$ cat config.mk
export PLATFORM = sky130hd
export DESIGN_NAME = cfg_membank_loader
export DESIGN_NICKNAME = d
export VERILOG_FILES = /design/src/rtl/cfg_membank_loader.sv
export SDC_FILE = /design/constraint.sdc
export NUM_CORES = 1
export LEC_CHECK = 0
export BUFFER_PORTS_ARGS = -buffer_cell sky130_fd_sc_hd__buf_2
export CORE_AREA = 2 2 184 186
export CTS_CLUSTER_DIAMETER = 150
export DETAILED_ROUTE_END_ITERATION = 8
export DIE_AREA = 0 0 186 188
export GPL_ROUTABILITY_DRIVEN = 0
export PLACE_DENSITY = 0.64
export SKIP_LAST_GASP = 1
export SYNTH_ARGS = -nofsm -noshare
export SYNTH_HDL_FRONTEND = slang
export SYNTH_SLANG_ARGS = --single-unit
$ cat constraint.sdc
create_clock -name clk -period 2.5 [get_ports clk]
set_input_delay 0.25 -clock clk [delete_from_list [all_inputs] [get_ports clk]]
set_output_delay 0.25 -clock clk [all_outputs]
set_load 0.02 [all_outputs]
$ cat src/rtl/cfg_membank_loader.sv
// Configuration-memory bank programmer: assembles one bit-line row per word line from a
// word-serial stream, then fires a timed one-hot word-line pulse while BL is held stable.
module cfg_membank_loader #(
    parameter int BL_WIDTH     = 315,
    parameter int WL_WIDTH     = 4,
    parameter int DATA_WIDTH   = 32,
    parameter int SETUP_CYCLES = 1,
    parameter int PULSE_CYCLES = 2
) (
    input  logic                  clk,
    input  logic                  reset,
    input  logic                  start,
    input  logic [DATA_WIDTH-1:0] cfg_data,
    input  logic                  cfg_valid,
    input  logic                  cfg_last,
    output logic                  cfg_ready,
    output logic [BL_WIDTH-1:0]   bl_out,
    output logic [WL_WIDTH-1:0]   wl_out,
    output logic                  busy,
    output logic                  done,
    output logic                  error
);

    localparam int WPR    = (BL_WIDTH + DATA_WIDTH - 1) / DATA_WIDTH;
    localparam int WORD_W = (WPR > 1) ? $clog2(WPR) : 1;
    localparam int ROW_W  = (WL_WIDTH > 1) ? $clog2(WL_WIDTH) : 1;

    typedef enum logic [2:0] {
        IDLE,
        LOAD,
        SETUP,
        PULSE,
        HOLD,
        DONE,
        ERR
    } state_t;

    state_t            state;
    logic [WORD_W-1:0] word;
    logic [ROW_W-1:0]  row;
    logic [3:0]        timer;
    logic              last_seen;

    logic              word_end;
    logic              row_end;
    logic              final_word;
    logic [31:0]       shamt;
    logic [BL_WIDTH-1:0] slice_mask;
    logic [BL_WIDTH-1:0] slice_data;

    assign word_end   = (word == WORD_W'(WPR - 1));
    assign row_end    = (row == ROW_W'(WL_WIDTH - 1));
    assign final_word = word_end && row_end;

    // Bits of the last word that fall beyond BL_WIDTH are shifted out and simply vanish.
    assign shamt      = 32'(word) * 32'(DATA_WIDTH);
    assign slice_mask = BL_WIDTH'({DATA_WIDTH{1'b1}}) << shamt;
    assign slice_data = BL_WIDTH'(cfg_data) << shamt;

    always_ff @(posedge clk) begin
        if (!reset) begin
            state     <= IDLE;
            bl_out    <= '0;
            wl_out    <= '0;
            cfg_ready <= 1'b0;
            busy      <= 1'b0;
            done      <= 1'b0;
            error     <= 1'b0;
            row       <= '0;
            word      <= '0;
            timer     <= '0;
            last_seen <= 1'b0;
        end else begin
            case (state)
                IDLE, DONE, ERR: begin
                    if (start) begin
                        state     <= LOAD;
                        bl_out    <= '0;
                        row       <= '0;
                        word      <= '0;
                        last_seen <= 1'b0;
                        cfg_ready <= 1'b1;
                        busy      <= 1'b1;
                        done      <= 1'b0;
                        error     <= 1'b0;
                    end
                end
                LOAD: begin
                    if (cfg_valid && cfg_ready) begin
                        bl_out <= (bl_out & ~slice_mask) | (slice_data & slice_mask);
                        if (cfg_last && !final_word) begin
                            state     <= ERR;
                            word      <= '0;
                            cfg_ready <= 1'b0;
                            busy      <= 1'b0;
                            error     <= 1'b1;
                        end else if (word_end) begin
                            state     <= SETUP;
                            word      <= '0;
                            cfg_ready <= 1'b0;
                            timer     <= 4'(SETUP_CYCLES - 1);
                            last_seen <= cfg_last;
                        end else begin
                            word <= word + 1'b1;
                        end
                    end
                end
                SETUP: begin
                    if (timer == 4'd0) begin
                        state  <= PULSE;
                        wl_out <= WL_WIDTH'(1) << row;
                        timer  <= 4'(PULSE_CYCLES - 1);
                    end else begin
                        timer <= timer - 4'd1;
                    end
                end
                PULSE: begin
                    if (timer == 4'd0) begin
                        state  <= HOLD;
                        wl_out <= '0;
                    end else begin
                        timer <= timer - 4'd1;
                    end
                end
                HOLD: begin
                    // The last row's outcome depends on whether the stream was properly terminated.
                    if (row_end) begin
                        busy <= 1'b0;
                        if (last_seen) begin
                            state <= DONE;
                            done  <= 1'b1;
                        end else begin
                            state <= ERR;
                            error <= 1'b1;
                        end
                    end else begin
                        state     <= LOAD;
                        row       <= row + 1'b1;
                        cfg_ready <= 1'b1;
                    end
                end
                default: begin
                    state     <= IDLE;
                    wl_out    <= '0;
                    cfg_ready <= 1'b0;
                    busy      <= 1'b0;
                end
            endcase
        end
    end

endmodule

Word-level counts from Yosys, hierarchy flattened
Index checks and enable logic that the tools add are counted.

$add $sub $neg: 3. Equality and inequality tests: 21. Shifts and indexed selects: 3. Mux-type cells: 52. Bitwise logic cells: 6. Reduce and logical (&&, ||, !) cells: 23.

Operator list (count): $and 315x315->315 (2); $mux 315 (2); $pmux 315 s2 (1); $not 315->315 (1); $or 315x315->315 (1); $shl 32x9->315 (1); $shl 32x9->315 const A (1); $mux 4 (11); $reduce_and 5->1 (5); $ne 2x2->1 const B (12); $pmux 4 s3 (2); $mux 3 (7); $mux 1 (18); $pmux 3 s5 (1); $eq 3x3->1 const B (3); $reduce_and 3->1 (3); $pmux 1 s4 (2); $pmux 4 s2 (1); $eq 3x2->1 const B (2); $mux 2 (3); $reduce_and 6->1 (1); $reduce_bool 3->1 (2); $reduce_or 5->1 (1); $add 4x1->4 const B (1); other kinds (19) (24).

Register bits: 337. Output and inout bits: 323.

Longest topological paths before layout
Gate-level depths: netlist (run 1).

Depth in word-level cells: 7. Depth in mapped cells: 8. Depth with buffers taken out: 7.

Least setup slack after synthesis (run 1)
No wires, ideal clock.

Kind: reg2reg. From: reg state[0]. To: reg bl_out[10]. Setup time: 117 ps. Data arrival time: 1778 ps. Data required time: 2383 ps. Setup slack: 604 ps. Stages on the path, launching flop included: 9. Path buffers: 3. Cells stage by stage: dfxtp_1 buf_2 nor3b_4 nand3_4 and2_1 buf_6 o21a_4 buf_6 a32o_1.

Cells in the longest elaborated chain, start to end: 4.

RTL lines: start: declaration (line 38) `state_t state;`; start signal: assignment (line 62) `state <= IDLE;`; start signal: assignment (line 77) `state <= LOAD;`; start signal: assignment (line 92) `state <= ERR;`; $eq 3x3->1 or $logic_not 3->1 (tied branches) (line 74) `case (state)`; $reduce_or 3->1 (line 74); $ne 2x2->1 (no line) or $reduce_bool 2->1 (tied branches); $reduce_and 3->1 (no line); end signal: assignment (line 90) `bl_out <= (bl_out & ~slice_mask) | (slice_data & slice_mask);`; end: declaration (line 17) `output logic [BL_WIDTH-1:0] bl_out,`.

Several ways; a longest one is shown, not always the timed one. A chain may end at the register's enable or synchronous reset.

Final worst setup path (run 1)
From: reg state[0]. To: reg bl_out[18].

Same word-level chain as after synthesis.

==> flow_metrics.tcl, run 1 <==
set metrics [dict create \
    status "finished clean" \
    min_period_over_period_pct 90.82 \
    fin_util_pct 44.98 \
    wl_per_cell_um 21.15 \
    power_frac_clock_pct 42.2 \
    yosysWarnings 0 \
    fillers 3147 \
    synth_cells 958 \
    avgViaCountPerCell 5.354 \
    relSlewSlack_pct 58.40 \
    syn_area_um2 11420 \
    syn_nets 1002 \
    highest_layer "met4" \
    clkTransAtPathRegs_ns 0.06 \
    area.sequential_um2 6748 \
    clk_path_buf_depth 3 \
    period_minus_slack_ns 2.271 \
    total_power_w 0.01259 \
    dpl.hpwl_um 26130 \
    ys_ff_latch 337 \
    track_usage_pct 20.48 \
    max_cap_viol_count 0 \
    p_switching_w 0.003473 \
    place.port_buffers 359 \
    power_density_nw_per_um2 845.2 \
    postRouteWirelength_um 37370 \
    fin_skew_ns 0.01069 \
    fin_nets 1336 \
    cts_num_sinks 337 \
    area_growth_pct 30.43 \
    hold_slack_ns 0.06173 \
    wl_met1_um 17000 \
    drt_iter0_drc 465 \
    max-vdd-ir-drop_mv 0.4802 \
    start_util_pct 34.48 \
    cts_made_buffers 36 \
    core_um2 33110 \
    p_leak_nw 6.429 \
    first_global_vias 8946 \
    num_rows 67 \
    required_ns 2.95 \
    placed_area_um2 13700 \
    grt_max_degree 53 \
    grt.overflow.total 0 \
    seq_area_frac_synth_pct 59.08 \
    syn_area_per_cell_um2 11.92 \
    async_reset_ff_share_pct 0 \
    cp_max_fo 32 \
    end_kind "register" \
    ios 360 \
    cts-root-buf "clkbuf_16" \
    arrival_ns 2.72 \
    slew_viol_final 0 \
    rsz0062_at_grt "false" \
    clkLatencyLatePin_ns 0.52 \
    wl_met3_um 2786 \
    worst_pin_slew_ns 0.6234 \
    cts.htree.levels 2 \
    hp-class "primary input to register" \
    drive_above_1_share_pct 35.81 \
    antenna_found_initial 1 \
    fmax_mhz 440.4 \
    cts_tree "done" \
    dieHeight_um 188 \
    multi_input_area_um2 4225 \
    die_area_um2 34970 \
    ant_nets 0 \
    cp-start-kind "register" \
    setup-tns-final_ns 0 \
    comb_power_share_pct 13.9 \
    hold_viol_final 0 \
    path_class "register to register" \
    dr.pass1.iters 5 \
    internal_power_w 0.009115 \
    synth-edff-count 0 \
    ys.flop_type "dfxtp_1" \
    dieWidth_um 186 \
    design_area_um2 14890 \
    seqPwrFrac_pct 43.9 \
    drc 0 \
    num_vias 9461 \
    grt_pass1_wl_um 55300 \
    wl_met2_um 16570 \
    setup-violations-final 0 \
    switching_share_pct 27.59 \
    yosysUniqueCellTypes 55 \
]
==> cells in the mapped netlist (all sizes together), types with 2 or more instances <==
| cell type | instances | area [µm²] |
|---|---|---|
| a32o | 123 | 1231 |
| inv | 12 | 45.04 |
| ha | 7 | 87.58 |
| and2 | 5 | 31.28 |
| o211ai | 2 | 15.01 |
| o21ai | 5 | 25.02 |
| nor2b | 6 | 37.54 |
| a21oi | 21 | 123.9 |
| clkbuf | 45 | 168.9 |
| o2bb2ai | 191 | 1673 |
| nand3 | 6 | 42.54 |
| and3 | 5 | 31.28 |
| or3b | 4 | 35.04 |
| a31o | 2 | 17.52 |
| dfxtp | 337 | 6746 |
| and4 | 2 | 17.52 |
| nand2 | 52 | 197.7 |
| mux2i | 4 | 40.04 |
| buf | 48 | 294.0 |
| nor4 | 2 | 12.51 |
| o21a | 2 | 30.03 |
| nand2b | 3 | 18.77 |
| nor3 | 10 | 70.07 |
| or3 | 3 | 18.77 |
| a21o | 5 | 37.54 |
| nand4 | 2 | 12.51 |
| nor2 | 25 | 93.84 |
| xor2 | 2 | 17.52 |
| or4 | 2 | 15.01 |
| o31ai | 3 | 22.52 |
| a211oi | 4 | 30.03 |
| a31oi | 4 | 31.28 |
==> cell type report <==
| type | count | share of cell area, % |
|---|---|---|
| Antenna cell | 1 | 0.01680 |
| Clock buffer | 53 | 7.015 |
| Clock inverter | 11 | 0.9577 |
| Tap cell | 448 | 3.764 |
| Multi-Input combinational cell | 516 | 28.37 |
| Timing Repair Buffer | 389 | 14.27 |
| Sequential cell | 337 | 45.31 |
| Inverter | 12 | 0.3024 |
==> repair_timing <==
item / CTS / global route
hold buffers: 0 / 0
setup buffers: 0 / 0
endpoints found under the hold margin: 0 / 0
endpoints found under the setup margin: 0 / 86
gates resized for setup: 0 / 1
==> logic make-up after synthesis <==
group	after synthesis	synth area share, %
XOR/XNOR	2	0.1534
flip-flops	337	59.08
AND/OR/NAND/NOR	132	6.136
buffers and inverters	105	4.449
AO/OA/AOI/OAI	371	29.06
adder cells (fa/ha/maj)	7	0.7670
multiplexers	4	0.3507
==> per-stage QoR <==
| step | setup WS, ns | cells |
|---|---|---|
| finish | 0.2294 | 1767 |
| global route | 0.07259 | 1767 |
| CTS | 0.1284 | 1766 |
| detailed placement | 0.1509 | 1702 |
| global placement | 0.2111 | 1702 |
| floorplan | 0.6043 | 958 |
==> critical path, stage by stage (launching register included) <==
cell	delay (ns)
dfxtp_1	0.50
nor3b_4	0.46
nand3_4	0.21
nor3_2	0.28
and2_1	0.18
buf_4	0.33
a32o_1	0.23
==> path summary, 6_finish.rpt <==
kind                      from         end  slack (ns)  cells past startpoint
setup / recovery      state[0]  bl_out[18]        0.23                      6
hold reg to reg          error       error        0.45                      2
setup reg to reg      state[0]  bl_out[18]        0.23                      6
hold / removal    cfg_data[10]  bl_out[42]        0.06                      2
==> power by group through the flow <==
stage	clock network, W	registers [W]	logic (W)
2_1_floorplan	0	0.00565	0.00115
3_3_place_gp	0	0.00564	0.00173
3_5_place_dp	0	0.00564	0.00175
4_1_cts	0.00543	0.00553	0.00175
5_1_grt	0.00565	0.00554	0.00190
6_report	0.00531	0.00553	0.00175
==> sequential cells by signal (all words and copies together), names as in the netlist <==
register	cells
bl_out	315
timer	4
wl_out	4
word	4
state	3
row	2
busy	1
cfg_ready	1
done	1
error	1
last_seen	1
==> per-layer routing <==
metal,vias to the layer above,GRT usage [%]
met5,-,0
met3,69,5.263
li1,4434,-
met2,335,31.61
met4,0,6.693
met1,4623,27.85
==> cells in the final DEF (no fill, tap or decap), types with 4 or more instances in the layout <==
| master | Yosys | layout |
|---|---|---|
| clkbuf_1 | 45 | 9 |
| clkbuf_16 | 0 | 36 |
| clkinv_2 | 0 | 4 |
| a21oi_1 | 16 | 12 |
| o2bb2ai_1 | 191 | 191 |
| buf_4 | 0 | 23 |
| mux2i_1 | 4 | 4 |
| buf_2 | 37 | 358 |
| a21o_1 | 5 | 5 |
| and2_1 | 5 | 5 |
| a32o_1 | 123 | 123 |
| a211oi_1 | 4 | 4 |
| and3_1 | 5 | 5 |
| buf_12 | 0 | 8 |
| a21oi_2 | 5 | 4 |
| nor2b_1 | 6 | 6 |
| dfxtp_1 | 337 | 336 |
| nor2_1 | 25 | 24 |
| inv_1 | 12 | 12 |
| nand3_1 | 5 | 5 |
| o21ai_0 | 5 | 5 |
| ha_1 | 7 | 7 |
| clkbuf_8 | 0 | 8 |
| nand2_1 | 51 | 51 |
| nor3_1 | 6 | 6 |
| a21oi_4 | 0 | 5 |
(Power assumes the default switching activity.)
==> inputs of run 2 (changes only) <==
PLACE_DENSITY = unset   (was 0.64)
==> run 2 against run 1 <==
  * Global-route usage up 0.44 points
  * Cell count down 0.17%
  * Power down 0.99%
  * Critical endpoint is now bl_out[10]
  * Largest power group unchanged
==> flow_metrics.tcl, run 2 (synthesized netlist as in run 1, its figures left out) <==
set metrics [dict create \
    grt.overflow.total 0 \
    num_vias 9486 \
    placed_area_um2 13760 \
    dieHeight_um 188 \
    critPathSlowestCell "dfxtp_1" \
    fillers 3156 \
    hp-class "primary input to register" \
    hold_buffers 0 \
    layout_common_cells "buf_2, dfxtp_1, o2bb2ai_1" \
    setup-violations-final 0 \
    fin_nets 1339 \
    dp_cells 1704 \
    cp_max_fo 32 \
    p_leak_nw 6.414 \
    status "finished clean" \
    num_rows 67 \
    design_area_um2 14890 \
    min_period_over_period_pct 91.63 \
    area_growth_pct 30.43 \
    start_util_pct 34.48 \
    fmax_mhz 436.5 \
    cts.htree.levels 2 \
    power_density_nw_per_um2 836.8 \
    core_um2 33110 \
    ant_nets 0 \
    path_class "register to register" \
    grt_max_degree 97 \
    rsz0062_at_grt "false" \
    slew_viol_final 0 \
    cpPeakStageDelay_ns 0.62 \
    antenna_found_initial 0 \
    dpl.hpwl_um 26140 \
    post-cts-setup-buffers 0 \
    clk_path_buf_depth 3 \
    antenna_cells 0 \
    setup-tns-final_ns 0 \
    ff2ff_setup_slack_ns 0.21 \
    dr.pass1.iters 5 \
    worst_hold_path.num_cells 2 \
    final_common_cell "buf_2" \
    die_area_um2 34970 \
    relSlewSlack_pct 53.25 \
    grt_pass1_wl_um 56450 \
    fin_skew_ns 0.01255 \
    largest_reg_flops 315 \
    r2r_cells 5 \
    avgViaCountPerCell 5.378 \
    clkTransAtPathRegs_ns 0.06 \
    hp-start "cfg_data[27]" \
    arrival_ns 2.75 \
    dieWidth_um 186 \
    period_minus_slack_ns 2.291 \
    postRouteWirelength_um 37830 \
    drc 0 \
    instances_no_fill 1764 \
    end_kind "register" \
    cts-root-buf "clkbuf_16" \
    required_ns 2.96 \
    cts_num_sinks 337 \
    worstReg2RegEnd "bl_out[10]" \
    ctsResizeCount 0 \
    wl_per_cell_um 21.44 \
    cts_made_buffers 37 \
    max_cap_viol_count 0 \
    place.port_buffers 359 \
    rr_startpoint "state[1]" \
    cp-start-kind "register" \
    clkLatencyLatePin_ns 0.52 \
    cts_tree "done" \
    ios 360 \
    max-vdd-ir-drop_mv 0.3957 \
    first_global_vias 9167 \
    track_usage_pct 20.93 \
    drive_above_1_share_pct 35.87 \
    worstHoldEndpoint "bl_out[59]" \
    cp_cell_sequence "xor2_1, a31oi_2, and2_1, o21a_4, a32o_1" \
    hold_viol_final 0 \
    drt_iter0_drc 553 \
    largest-register "bl_out" \
    worst_pin_slew_ns 0.7005 \
]
==> run 2: cell count changes in the layout (fill, tap and decap cells not counted), moves of 2 or more <==
cell        delta
bufinv_16      -2
a21oi_2        -2
a21oi_4        +2
clkbuf_1       -3
clkinvlp_4     +3
clkinv_2       -2
clkbuf_8       +2
buf_12         +2
==> run 2: final cells by class <==
| cell class | count | area (µm²) | area share, % |
|---|---|---|---|
| Clock buffer | 53 | 1086 | 7.292 |
| Multi-Input combinational cell | 516 | 4240 | 28.47 |
| Tap cell | 448 | 560.5 | 3.764 |
| Timing Repair Buffer | 391 | 2165 | 14.53 |
| Clock inverter | 7 | 50.05 | 0.3361 |
| Inverter | 12 | 45.04 | 0.3024 |
| Sequential cell | 337 | 6746 | 45.30 |
==> run 2: per-layer routing <==
layer | wire [µm] | share of wire, % | global-route usage (%) | up-vias
met3 | 2973 | 7.9 | 5.477 | 64
met1 | 16980 | 45 | 28.29 | 4635
met2 | 16920 | 45 | 32.51 | 365
li1 | - | - | - | 4422
met5 | 0 | 0 | 0 | -
met4 | 950 | 2.5 | 6.632 | 0
==> run 2: worst max path at each step <==
stage	slack, ns	start	cells after the start	endpoint
floorplan	0.60	state[0]	8	bl_out[10]
global placement	0.27	state[2]	6	bl_out[172]
detailed placement	0.24	state[2]	5	bl_out[10]
CTS	0.24	state[2]	5	bl_out[283]
global route	0.05	state[1]	5	bl_out[8]
finish	0.21	state[1]	5	bl_out[10]
==> run 2: power by group <==
part | switching (W) | internal (W)
clock network | 0.00213 | 0.00301
logic | 0.00123 | 0.000565
registers | 0.0000880 | 0.00544
==> run 2: worst max-delay path: cells and delay by family (launching register included) <==
family	cells	cell delay [ns]
AOI/OAI and AO/OA	3	1.04
DFF	1	0.62
and+or+nand+nor	1	0.36
xor gates and xnor gates	1	0.20
==> run 2: per-stage QoR <==
step | hold slack [ns] | util (%) | setup WS [ns] | power (W)
after floorplan | 0.4042 | - | 0.6043 | 0.006802
after global placement | 0.4364 | 41.55 | 0.2662 | 0.007423
after detailed placement | 0.4391 | 41.55 | 0.2376 | 0.007434
after CTS | 0.03588 | 44.98 | 0.2404 | 0.01258
after global routing | 0.04864 | 44.98 | 0.05036 | 0.01295
final | 0.05259 | 44.98 | 0.2092 | 0.01246
